==> config.mk <==
export PLATFORM = sky130hd
export DESIGN_NAME = fp_add_arbiter
export DESIGN_NICKNAME = d
export VERILOG_FILES = /design/src/rtl/fp_add_pkg.sv /design/src/rtl/fp_add_arbiter_rr_arbiter.sv /design/src/rtl/fp_add_arbiter.sv
export SDC_FILE = /design/constraint.sdc
export NUM_CORES = 1
export LEC_CHECK = 0
export CORE_ASPECT_RATIO = 0.75
export CORE_MARGIN = 2
export CORE_UTILIZATION = 26
export DETAILED_ROUTE_END_ITERATION = 8
export PLACE_DENSITY_LB_ADDON = 0.05
export SLEW_MARGIN = 20
export SYNTH_ARGS = -nofsm -noshare
export SYNTH_HDL_FRONTEND = slang
export SYNTH_SLANG_ARGS = --single-unit
==> constraint.sdc <==
create_clock -name clk -period 4.4 [get_ports clk]
set_clock_uncertainty 0.1 [all_clocks]
set_input_delay 0.88 -clock clk [delete_from_list [all_inputs] [get_ports clk]]
set_output_delay 0.88 -clock clk [all_outputs]
set_load 0.1 [all_outputs]
==> src/rtl/fp_add_pkg.sv <==
// Shared single-precision float definitions for the adder-sharing datapath.
package fp_add_pkg;

  localparam int FP_W  = 32;
  localparam int EXP_W = 8;
  localparam int MAN_W = 23;

  typedef struct packed {
    logic             sign;
    logic [EXP_W-1:0] exp;
    logic [MAN_W-1:0] man;
  } fp32_t;

  localparam logic [FP_W-1:0] FP_ONE  = 32'h3F80_0000;
  localparam logic [FP_W-1:0] FP_ZERO = 32'h0000_0000;

endpackage

==> src/rtl/fp_add_arbiter_rr_arbiter.sv <==
// Combinational round-robin picker: first eligible requester at or after ptr.
module rr_arbiter #(
  parameter int NUM_REQ = 4,
  parameter int IDX_W   = $clog2(NUM_REQ)
) (
  input  logic [NUM_REQ-1:0] eligible,
  input  logic [IDX_W-1:0]   ptr,
  output logic [NUM_REQ-1:0] grant,
  output logic [IDX_W-1:0]   gnt_idx,
  output logic               gnt_any
);

  logic [IDX_W-1:0] cand;

  // Scan from ptr upward with wraparound; the first hit wins and later hits are masked.
  always_comb begin
    grant   = '0;
    gnt_idx = '0;
    gnt_any = 1'b0;
    cand    = '0;
    for (int off = 0; off < NUM_REQ; off++) begin
      cand = IDX_W'((int'(ptr) + off) % NUM_REQ);
      if (!gnt_any && eligible[cand]) begin
        grant[cand] = 1'b1;
        gnt_idx     = cand;
        gnt_any     = 1'b1;
      end
    end
  end

endmodule

==> src/rtl/fp_add_arbiter.sv <==
// Shares one pipelined FP adder among NUM_REQ requesters: round-robin issue,
// a tag pipe that follows each operation through the adder, and one holding
// register per requester that keeps the sum until the requester takes it.
module fp_add_arbiter
  import fp_add_pkg::*;
#(
  parameter int NUM_REQ = 4,
  parameter int ADD_LAT = 1,
  parameter int FP_W    = fp_add_pkg::FP_W
) (
  input  logic                    clk,
  input  logic                    rst,
  input  logic [NUM_REQ-1:0]      req_valid,
  output logic [NUM_REQ-1:0]      req_ready,
  input  logic [NUM_REQ*FP_W-1:0] req_a,
  input  logic [NUM_REQ*FP_W-1:0] req_b,
  output logic [NUM_REQ-1:0]      rsp_valid,
  input  logic [NUM_REQ-1:0]      rsp_ready,
  output logic [NUM_REQ*FP_W-1:0] rsp_data,
  output logic [FP_W-1:0]         add_a,
  output logic [FP_W-1:0]         add_b,
  input  logic [FP_W-1:0]         add_c,
  output logic [15:0]             issue_cnt
);

  localparam int IDX_W = $clog2(NUM_REQ);

  // busy[i] covers the whole life of an operation: accept -> adder -> held -> consumed.
  logic [NUM_REQ-1:0] busy;
  logic [NUM_REQ-1:0] eligible;
  logic [NUM_REQ-1:0] grant;
  logic [IDX_W-1:0]   gnt_idx;
  logic               gnt_any;
  logic [IDX_W-1:0]   ptr;
  logic [FP_W-1:0]    gnt_a;
  logic [FP_W-1:0]    gnt_b;

  // Issue stage registers (aligned with the operands presented to the adder).
  logic [FP_W-1:0]    add_a_p0;
  logic [FP_W-1:0]    add_b_p0;
  logic               vld_p0;
  logic [IDX_W-1:0]   id_p0;
  logic [15:0]        issue_cnt_r;

  // Tag pipe; stage ADD_LAT lines up with add_c.
  logic               vld_p [1:ADD_LAT];
  logic [IDX_W-1:0]   id_p  [1:ADD_LAT];

  logic [NUM_REQ-1:0] cap_oh;
  logic [NUM_REQ-1:0] consume;
  logic [NUM_REQ-1:0] rsp_valid_r;
  logic [FP_W-1:0]    rsp_data_r [NUM_REQ];

  assign eligible = req_valid & ~busy;
  assign consume  = rsp_valid_r & rsp_ready;

  rr_arbiter #(
    .NUM_REQ (NUM_REQ),
    .IDX_W   (IDX_W)
  ) u_rr (
    .eligible (eligible),
    .ptr      (ptr),
    .grant    (grant),
    .gnt_idx  (gnt_idx),
    .gnt_any  (gnt_any)
  );

  // grant is only ever raised for an eligible (hence valid) requester, so
  // every grant is an accept.
  assign req_ready = grant;
  assign gnt_a     = req_a[int'(gnt_idx)*FP_W +: FP_W];
  assign gnt_b     = req_b[int'(gnt_idx)*FP_W +: FP_W];

  // ---- stage p0: accept, latch operands, advance pointer, count ----
  // Operands hold their value on idle cycles so the adder inputs do not toggle.
  always_ff @(posedge clk) begin
    if (rst) begin
      add_a_p0    <= FP_W'(FP_ZERO);
      add_b_p0    <= FP_W'(FP_ZERO);
      vld_p0      <= 1'b0;
      id_p0       <= '0;
      ptr         <= '0;
      issue_cnt_r <= 16'd0;
    end else begin
      vld_p0 <= gnt_any;
      if (gnt_any) begin
        add_a_p0    <= gnt_a;
        add_b_p0    <= gnt_b;
        id_p0       <= gnt_idx;
        ptr         <= (int'(gnt_idx) == NUM_REQ-1) ? '0 : gnt_idx + 1'b1;
        issue_cnt_r <= issue_cnt_r + 16'd1;
      end
    end
  end

  assign add_a     = add_a_p0;
  assign add_b     = add_b_p0;
  assign issue_cnt = issue_cnt_r;

  // ---- stages p1..pADD_LAT: tag travels alongside the operation in the adder ----
  // Only the valid bits need clearing; a stale id under vld=0 is harmless.
  always_ff @(posedge clk) begin
    if (rst) begin
      for (int s = 1; s <= ADD_LAT; s++) vld_p[s] <= 1'b0;
    end else begin
      vld_p[1] <= vld_p0;
      for (int s = 2; s <= ADD_LAT; s++) vld_p[s] <= vld_p[s-1];
    end
  end

  // Id shift register paired with the valid chain above.
  always_ff @(posedge clk) begin
    id_p[1] <= id_p0;
    for (int s = 2; s <= ADD_LAT; s++) id_p[s] <= id_p[s-1];
  end

  // Decode which holding register the emerging sum belongs to.
  always_comb begin
    cap_oh = '0;
    if (vld_p[ADD_LAT]) cap_oh[id_p[ADD_LAT]] = 1'b1;
  end

  // ---- capture: holding registers and busy flags ----
  // busy blocks re-issue, so a capture never lands on an unconsumed result
  // of the same requester; different requesters are fully independent.
  always_ff @(posedge clk) begin
    if (rst) begin
      busy        <= '0;
      rsp_valid_r <= '0;
      for (int i = 0; i < NUM_REQ; i++) rsp_data_r[i] <= FP_W'(FP_ZERO);
    end else begin
      for (int i = 0; i < NUM_REQ; i++) begin
        if (grant[i])        busy[i] <= 1'b1;
        else if (consume[i]) busy[i] <= 1'b0;

        if (cap_oh[i]) begin
          rsp_valid_r[i] <= 1'b1;
          rsp_data_r[i]  <= add_c;
        end else if (consume[i]) begin
          rsp_valid_r[i] <= 1'b0;
        end
      end
    end
  end

  assign rsp_valid = rsp_valid_r;

  for (genvar g = 0; g < NUM_REQ; g++) begin : g_rsp
    assign rsp_data[g*FP_W +: FP_W] = rsp_data_r[g];
  end

endmodule
==> results.md, run 1 <==
- Status: completed
- Die area: 48500 sq um
- Initial drt markers: 579
- Static leakage: 6.75 nW
- Wirelength, routed: 49800 microns
- Initial Utilization: 26.4%
- Die height: 191 microns
- Sw Share: 52.2%
- Distinct cells, synth: 54
- Syn nets: 1484
- Largest net degree at the start of global routing: 101
- Antenna violations before repair: 14
- Worst setup EP type: output pin
- Worst min-delay path class: reg2reg
- CP Class: in2out
- Die Span X: 254 microns
- Post-Syn Instances: 1177
- Post-synth EDFFs: 128
- Seq pwr share: 21.0%
- Power Dens Cells: 724 nW/um^2
- # rows: 68
- Pint: 6.52 mW
- Tmin final: 4.13 ns
- First-pass GRT wire length: 72600 microns
- Final Hold Viols: 0
- Share of layout cells above drive strength 1: 10.5%
- Total CTS buffers: 27
- Clock network fraction of design power: 16.5%
- Fill cells: 4556
- Placer Congestion: 0.803
- MaxCap Viol Count: 0
- Clock sinks: 224
- DP HPWL: 34800 microns
- CP required: 3.42 ns
- Number of routed nets with antenna violations: 0
- RSZ-0062 raised after global routing: false
- Slew @ Worst Pin: 1.17 ns
- WL/cell: 21.7 microns
- Endpoints failing setup: 0
- Clk buf depth: 3
- Worst setup SP type: input pin
- Slew Limit Fails: 0
- Vias in the first global route: 11.0k
- Crit share post-route: 93.8%
- Via-per-instance ratio: 4.85
- Logic pwr share: 62.5%
- Area growth from synthesis to layout: 54.8%
- #FFs+latches synth: 224
- Crit Path Max Fanout: 5
- Reg clk slew, reported paths: 0.06 ns
- Overall routing resource usage: 19.8%
- Core area: 46100 sq um
- Sw Pwr: 7.12 mW
- Initial DRT Pass Iterations: 4
- Critical path data arrival time: 3.15 ns
- Nets: 1944
- Port bufs: 513
- Ys Warns: 0
- Mapped Area: 12200 sq um
- Fin Setup TNS: 0 ns
- I/O pin count: 514
- GRT Residual Overflow: 0
- Design Power: 13.6 mW
- Commonest non-fill, non-tap cell in the layout: clkdlybuf4s50_1
- Worst VDD drop: 415 uV
- Most frequent cells in the layout: clkdlybuf4s50_1 (508), o21ai_0 (133), and2_1 (129), edfxtp_1 (128), dfxtp_1 (95)
- Clock root buffer: clkbuf_16
- Clock Latency Late Sink: 0.56 ns
- Sequential area share after synthesis: 47.4%
- Post-synth ARST share: 0%
- CTS H-Tree Depth: 1
- Slew margin rel.: 21.9%
- Hold_buf cts: 0
- Most used DFF post-synth: edfxtp_1
- Via Count: 11.1k
- Synthesized area per cell: 10.3 sq um
- Peak Freq: 242 MHz
- CTS tree: yes
- Residual DRC count: 0
## power groups by stage
stage	Sequential (mW)	Clock (mW)	Combinational [mW]
after global placement	2.91	0	8.53
after floorplan	5.31	0	3.92
final	2.87	2.25	8.52
after global routing	2.92	2.39	9.01
after CTS	2.87	2.32	8.61
after detailed placement	2.92	0	8.58
## cell type report
cell class / count / area, sq um / area share, %
diodes: 10 / 25.0 / 0.133
multi-input cells: 825 / 5860 / 31.1
flip-flops and latches: 224 / 5770 / 30.6
repair buffers: 547 / 5490 / 29.2
inverters: 12 / 45.0 / 0.239
clock inverters: 17 / 160 / 0.850
well taps: 630 / 788 / 4.19
clock buffers: 32 / 694 / 3.69
## metrics by stage
step                utilization, %  area, sq um  setup WS (ns)  cells  hold WS [ns]
finish                        40.8        18800          0.273   2297         0.253
global route                  40.8        18800         0.0831   2294         0.260
CTS                           40.8        18800          0.124   2287         0.257
detailed placement            38.9        17900          0.143   2238         0.241
global placement              38.9        17900          0.192   2238         0.242
floorplan                        -        12200          0.453   1177         0.231
## cells in the mapped netlist, types with 5 or more instances
library cell  instances  share of area, %
nand3_1              68               2.8
nor3b_1              64               4.0
a31oi_1              33               1.7
ha_1                  9              0.93
buf_4                 6              0.37
a2111oi_2            16               2.0
mux2_2               30               2.8
nor2_1               89               2.7
o41ai_1              13              0.94
clkbuf_1             89               2.7
edfxtp_1            128                32
buf_6                 7              0.65
o41ai_2              20               2.7
xnor2_1              10              0.72
o21ai_0             134               5.5
and2_1              129               6.6
inv_1                11              0.34
a21oi_1               9              0.37
nor3_1               10              0.41
dfxtp_1              96                16
nor2b_1               6              0.31
nand2b_1              5              0.26
and3_1               34               1.7
a2111oi_0            15               1.1
buf_2                 7              0.29
mux2i_1              35               2.9
nand2_1              15              0.46
a311o_1              31               2.6
## worst max-delay path, stage by stage
cell and delay, ns:
clkdlybuf4s50_1 0.48, nor2b_1 0.43, mux2i_1 0.26, nor4_1 0.32, o21ai_1 0.21, o221ai_2 0.34, buf_12 0.22
## registers in the layout, indices dropped and copies added, names as in the netlist, 2 cells and up
register / count
rsp_data_r: 128
add_a: 32
add_b: 32
issue_cnt: 16
busy: 4
rsp_valid: 4
id_p0: 2
id_p: 2
ptr: 2
## layer usage
| metal | global-route usage, % | vias to the layer above | part of all wire, % |
|---|---|---|---|
| met5 | 0 | - | 0.11 |
| met3 | 5.17 | 72 | 7.2 |
| met2 | 32.8 | 331 | 47 |
| met4 | 5.63 | 8 | 2.3 |
| met1 | 25.4 | 5390 | 43 |
| li1 | - | 5329 | - |
## worst paths after layout
check | end | start | cells past startpoint | slack [ns]
setup reg to reg | add_a[11]$_SDFFE_PP0P_ | ptr[1]$_SDFFE_PP0P_ | 8 | 0.72
setup / recovery | req_ready[0] | req_valid[2] | 7 | 0.27
hold reg to reg | id_p[1][1]$_DFF_P_ | id_p0[1]$_SDFFE_PP0P_ | 0 | 0.25
hold / removal | id_p[1][1]$_DFF_P_ | id_p0[1]$_SDFFE_PP0P_ | 0 | 0.25
## cell families (layout without fill, tap and decap cells)
logic type               Yosys count  after routing  share of synthesized area (%)
AO/OA/AOI/OAI                    302            302                           19.0
XOR/XNOR                          15             15                           1.30
adder cells (fa/ha/maj)            9              9                          0.926
buffers and inverters            128            608                           5.19
flip-flops                       224            224                           47.4
multiplexers                      69             69                           6.31
other                              0             10                              0
AND/OR/NAND/NOR                  430            430                           19.9
## repair_timing
| item | in CTS | in global routing |
|---|---|---|
| endpoints found under the setup margin | 0 | 4 |
| gates resized for setup | 0 | 1 |
| buffers inserted | 0 | 0 |
No activity file was read; power rests on OpenSTA's default activity.
==> run 2: changes to the inputs <==
--- a/config.mk
+++ b/config.mk
@@ -5,7 +5,8 @@
 export SDC_FILE = /design/constraint.sdc
 export NUM_CORES = 1
 export LEC_CHECK = 0
-export CORE_ASPECT_RATIO = 0.75
+export CELL_PAD_IN_SITES_DETAIL_PLACEMENT = 0
+export CELL_PAD_IN_SITES_GLOBAL_PLACEMENT = 1
 export CORE_MARGIN = 2
 export CORE_UTILIZATION = 26
 export DETAILED_ROUTE_END_ITERATION = 8
==> run 2 against run 1 <==
  * Non-clock buffer count decreased by 6
  * Sequential power about the same
  * Combinational power increased by 0.6%
  * Worst setup slack improved by 0.081 ns
  * Worst hold slack got worse by 0.0011 ns
  * Total power increased by 2.3%
  * Critical path type unchanged
  * Highest routed layer unchanged
==> results.md, run 2 (synthesis gave the netlist of run 1 again) <==
- Reg clk slew, reported paths: 0.06 ns (about the same)
- R2r setup slk: 0.86 ns (was 0.72 ns)
- Static leakage: 6.79 nW (was 6.75 nW)
- RSZ-0062 raised after global routing: false (unchanged)
- Commonest non-fill, non-tap cell in the layout: clkdlybuf4s50_1 (unchanged)
- Worst path slowest cell: clkdlybuf4s50_1 (unchanged)
- WHS Path Cells: 0 (unchanged)
- Placer Congestion: 0.787 (was 0.803)
- Worst setup SP type: input pin (unchanged)
- CTS H-Tree Depth: 1 (unchanged)
- Residual DRC count: 0 (unchanged)
- Delay of the slowest cell on the worst path: 0.47 ns (was 0.48 ns)
- Overall routing resource usage: 19.7% (was 19.8%)
- Slew Limit Fails: 0 (unchanged)
- Core area: 46400 sq um (was 46100 sq um)
- Total CTS buffers: 29 (was 27)
- Largest net degree at the start of global routing: 107 (was 101)
- HP Start: id_p0[0]$_SDFFE_PP0P_ (was id_p0[1]$_SDFFE_PP0P_)
- GRT Residual Overflow: 0 (unchanged)
- Status: completed (unchanged)
- Peak Freq: 247 MHz (was 242 MHz)
- CP delay by family, top: simple AND/OR/NAND/NOR gates (unchanged)
- Die height: 220 microns (was 191 microns)
- I/O pin count: 514 (unchanged)
- Endpoints failing setup: 0 (unchanged)
- Worst slack at placement: 0.241 ns (was 0.143 ns)
- Vias in the first global route: 10.8k (was 11.0k)
- Post-CTS Resized: 0 (unchanged)
- Power Dens Cells: 737 nW/um^2 (was 724 nW/um^2)
- Via Count: 11.2k (was 11.1k)
- Nets: 1940 (was 1944)
- Worst hold slack: 0.252 ns (was 0.253 ns)
- Fin Setup TNS: 0 ns (unchanged)
- # rows: 79 (was 68)
- Port bufs: 513 (unchanged)
- Worst setup EP type: output pin (unchanged)
- MaxCap Viol Count: 0 (unchanged)
- Area after DPL: 17900 sq um (about the same)
- Hold_buf cts: 0 (unchanged)
- Area growth from synthesis to layout: 55.6% (was 54.8%)
- Post-layout util: 40.8% (about the same)
- Clock Latency Late Sink: 0.58 ns (was 0.56 ns)
- Capturing point of the worst reg2reg path: add_a[23]$_SDFFE_PP0P_ (was add_a[11]$_SDFFE_PP0P_)
- Die Span X: 220 microns (was 254 microns)
- Design Power: 14.0 mW (was 13.6 mW)
- First-pass GRT wire length: 72200 microns (was 72600 microns)
- Via-per-instance ratio: 4.94 (was 4.85)
- Post-route setup slack: 0.354 ns (was 0.273 ns)
- Largest register by flop count: rsp_data_r (unchanged)
- CTS tree: yes (unchanged)
- Finished Layout Cells: 2268 (was 2297)
- Tmin final: 4.05 ns (was 4.13 ns)
- Worst min-delay path class: reg2reg (unchanged)
- R2R cell count: 8 (unchanged)
- Placed cells: 2209 (was 2238)
- Crit share post-route: 92.0% (was 93.8%)
- Initial DRT Pass Iterations: 5 (was 4)
- Crit path cell chain: clkdlybuf4s50_1, nor2b_1, mux2i_1, nor4_1, o21ai_1, o221ai_2, buf_12 (unchanged)
- WL/cell: 22.1 microns (was 21.7 microns)
- Most frequent cells in the layout: clkdlybuf4s50_1 (508), o21ai_0 (133), and2_1 (129), edfxtp_1 (128), dfxtp_1 (95) (unchanged)
- Crit Path Max Fanout: 5 (unchanged)
- Antenna violations before repair: 14 (unchanged)
- Max reg flops: 128 (unchanged)
- Die area: 48500 sq um (about the same)
- DP HPWL: 34400 microns (was 34800 microns)
- Slew margin rel.: 22.1% (was 21.9%)
- Clk buf depth: 3 (unchanged)
- CP Buf/Inv Count: 2 (unchanged)
- Worst VDD drop: 633 uV (was 415 uV)
- Share of layout cells above drive strength 1: 10.5% (about the same)
- Post-CTS Setup Inserts: 0 (unchanged)
- Clock root buffer: clkbuf_16 (unchanged)
- Critical path data arrival time: 3.07 ns (was 3.15 ns)
- Wirelength, routed: 50100 microns (was 49800 microns)
- Clock sinks: 224 (unchanged)
- Initial drt markers: 564 (was 579)
- Critical R2R Launch: ptr[1]$_SDFFE_PP0P_ (unchanged)
- Min-Delay Endpoint: id_p[1][0]$_DFF_P_ (was id_p[1][1]$_DFF_P_)
- Final Hold Viols: 0 (unchanged)
- CP required: 3.42 ns (about the same)
- CP Class: in2out (unchanged)
- Design area: 18900 sq um (was 18800 sq um)
- Number of routed nets with antenna violations: 0 (unchanged)
- Initial Utilization: 26.2% (was 26.4%)
- Slew @ Worst Pin: 1.17 ns (about the same)
[run 2: cell type report]
class	count	area (sq um)
flip-flops and latches	224	5770
clock inverters	19	251
clock buffers	34	744
fillers	4563	27400
inverters	12	45.0
diodes	6	15.0
well taps	607	759
repair buffers	541	5470
multi-input cells	825	5870
[run 2: metal layers]
metal / wire, microns / GRT usage [%] / part of all wire (%)
met1: 20500 / 24.6 / 41
met2: 24400 / 33.3 / 49
met3: 4230 / 5.98 / 8.4
met4: 902 / 4.77 / 1.8
met5: 134 / 0 / 0.27
[run 2: power breakdown]
group,internal (mW),switching [mW]
Clock,1.51,1.01
Combinational,2.60,5.97
Sequential,2.65,0.212
Total,6.76,7.19
[run 2: worst max path at each step]
stage,startpoint,to,cells past startpoint
2_1_floorplan,ptr[0]$_SDFFE_PP0P_,req_ready[0],9
3_3_place_gp,req_valid[1],req_ready[0],7
3_5_place_dp,req_valid[1],req_ready[3],7
4_1_cts,req_valid[3],req_ready[3],7
5_1_grt,ptr[1]$_SDFFE_PP0P_,req_ready[3],7
6_report,req_valid[3],req_ready[3],7
[run 2: worst register-to-register path, cell delays in order (launching register included)]
cell       delay [ns]
dfxtp_1          0.55
inv_1            0.20
ha_1             0.43
mux4_2           0.41
o21ba_4          0.31
xnor2_4          0.70
buf_12           0.28
a2111oi_0        0.09
a311o_1          0.36
==> run 3: changes to the inputs <==
--- a/config.mk
+++ b/config.mk
@@ -9,6 +9,7 @@
 export CELL_PAD_IN_SITES_GLOBAL_PLACEMENT = 1
 export CORE_MARGIN = 2
 export CORE_UTILIZATION = 26
+export CTS_BUF_LIST = sky130_fd_sc_hd__clkbuf_16
 export DETAILED_ROUTE_END_ITERATION = 8
 export PLACE_DENSITY_LB_ADDON = 0.05
 export SLEW_MARGIN = 20
==> run 3 against run 2 <==
  * Flip-flop and latch count stayed put
  * Combinational power hardly changed
  * First-iteration DRC count is 0.18% higher
  * Sequential power hardly changed
  * Non-clock buffer count stayed put
  * Worst setup slack better by 0.0065 ns
==> results.md, run 3 (synthesis gave the netlist of run 1 again) <==
- GRT Residual Overflow: 0 (unchanged)
- Area growth from synthesis to layout: 55.6% (unchanged)
- Fin Setup TNS: 0 ns (unchanged)
- Reg clk slew, reported paths: 0.06 ns (about the same)
- Final Hold Viols: 0 (unchanged)
- MaxCap Viol Count: 0 (unchanged)
- Wirelength, routed: 50200 microns (was 50100 microns)
- Slew Limit Fails: 0 (unchanged)
- Die height: 220 microns (unchanged)
- Antenna violations before repair: 14 (unchanged)
- Die Span X: 220 microns (unchanged)
- Largest register by flop count: rsp_data_r (unchanged)
- Initial DRT Pass Iterations: 5 (unchanged)
- Worst setup SP type: input pin (unchanged)
- Vias in the first global route: 10.8k (about the same)
- Slew margin rel.: 22.0% (was 22.1%)
- I/O pin count: 514 (unchanged)
- Number of routed nets with antenna violations: 0 (unchanged)
- Residual DRC count: 0 (unchanged)
- Clk buf depth: 3 (unchanged)
- Status: completed (unchanged)
- # rows: 79 (unchanged)
- Overall routing resource usage: 19.7% (unchanged)
- Top layer reached by signal wires: met5 (unchanged)
- RSZ-0062 raised after global routing: false (unchanged)
- Clock root buffer: clkbuf_16 (unchanged)
- Met3 WL: 4340 microns (was 4230 microns)
- Hold_buf cts: 0 (unchanged)
- Worst hold slack: 0.252 ns (about the same)
- Worst min-delay path class: reg2reg (unchanged)
- WL/cell: 22.1 microns (about the same)
- CTS H-Tree Depth: 1 (unchanged)
- Port bufs: 513 (unchanged)
- Static leakage: 6.81 nW (was 6.79 nW)
- Max reg flops: 128 (unchanged)
- Total CTS buffers: 29 (unchanged)
- Via Count: 11.2k (about the same)
- Via-per-instance ratio: 4.94 (about the same)
- Endpoints failing setup: 0 (unchanged)
- Initial drt markers: 565 (was 564)
- Placed cells: 2209 (unchanged)
- First-pass GRT wire length: 72200 microns (about the same)
- Post-CTS Resized: 0 (unchanged)
- Die area: 48500 sq um (unchanged)
- Peak Freq: 248 MHz (was 247 MHz)
- Largest net degree at the start of global routing: 107 (unchanged)
- Slew @ Worst Pin: 1.17 ns (about the same)
- Worst setup EP type: output pin (unchanged)
- Worst VDD drop: 632 uV (was 633 uV)
- Crit Path Max Fanout: 5 (unchanged)
- CTS tree: yes (unchanged)
- Share of layout cells above drive strength 1: 10.5% (unchanged)
- CP Class: in2out (unchanged)
- Fill cells: 4563 (unchanged)
- Post-CTS Setup Inserts: 0 (unchanged)
- Commonest non-fill, non-tap cell in the layout: clkdlybuf4s50_1 (unchanged)
- Most frequent cells in the layout: clkdlybuf4s50_1 (508), o21ai_0 (133), and2_1 (129), edfxtp_1 (128), dfxtp_1 (95) (unchanged)
- Placer Congestion: 0.787 (unchanged)
- DP HPWL: 34400 microns (unchanged)
- Clock sinks: 224 (unchanged)
- Crit share post-route: 91.8% (was 92.0%)
- CP required: 3.42 ns (about the same)
- Clock Latency Late Sink: 0.58 ns (about the same)
- DRT met1 WL: 20400 microns (was 20500 microns)
- Power Dens Cells: 737 nW/um^2 (about the same)
- Finished Layout Cells: 2268 (unchanged)
- Nets: 1940 (unchanged)
- Initial Utilization: 26.2% (unchanged)
- Met2 WL: 24400 microns (about the same)
- Tmin final: 4.04 ns (was 4.05 ns)
- Core area: 46400 sq um (unchanged)
- Critical path data arrival time: 3.06 ns (was 3.07 ns)
run 3: cell types whose count changed in the layout (fill, tap and decap cells not counted), sizes merged:
| cell | change |
|---|---|
| clkbuf | -5 |
| inv | +5 |
run 3: per-layer routing:
layer,global-route usage (%),vias up
met3,5.98,70
met2,33.3,388
li1,-,5328
met5,0,-
met4,4.77,22
met1,24.6,5402
run 3: layout make-up:
class | instances | area [sq um] | share of cell area, %
antenna | 6 | 15.0 | 0.0793
clock buffer | 29 | 726 | 3.83
clock inverter | 24 | 270 | 1.43
inverter | 12 | 45.0 | 0.238
multi-input combinational | 825 | 5870 | 31.0
sequential | 224 | 5770 | 30.5
tap | 607 | 759 | 4.01
timing repair buffer | 541 | 5470 | 28.9
run 3: worst max-delay path, cell delays in order:
cell and delay [ns]:
clkdlybuf4s50_1 0.48, nor2b_1 0.40, mux2i_1 0.21, nor4_1 0.32, o21ai_1 0.21, o221ai_2 0.33
buf_12 0.22
run 3: per-stage QoR:
step / cell area, sq um / setup slack, ns / util, % / power [mW]
finish: 18900 / 0.361 / 40.8 / 13.9
global route: 18900 / 0.165 / 40.8 / 14.7
CTS: 18900 / 0.228 / 40.8 / 14.2
detailed placement: 17900 / 0.241 / 38.6 / 11.6
global placement: 17900 / 0.248 / 38.6 / 11.6
floorplan: 12200 / 0.453 / - / 9.23
run 3: worst paths after layout:
check,start,to,slack (ns),cells after the start
min,id_p0[0]$_SDFFE_PP0P_,id_p[1][0]$_DFF_P_,0.25,0
max,req_valid[2],req_ready[3],0.36,7
max reg2reg,ptr[1]$_SDFFE_PP0P_,add_a[23]$_SDFFE_PP0P_,0.86,8
min reg2reg,id_p0[0]$_SDFFE_PP0P_,id_p[1][0]$_DFF_P_,0.25,0
run 3: where the power goes:
group          switching, mW  leakage (nW)  internal, mW
Sequential             0.212          2.13          2.65
Combinational           5.98          4.19          2.60
Clock                   1.01         0.493          1.50
Total                   7.20          6.81          6.75
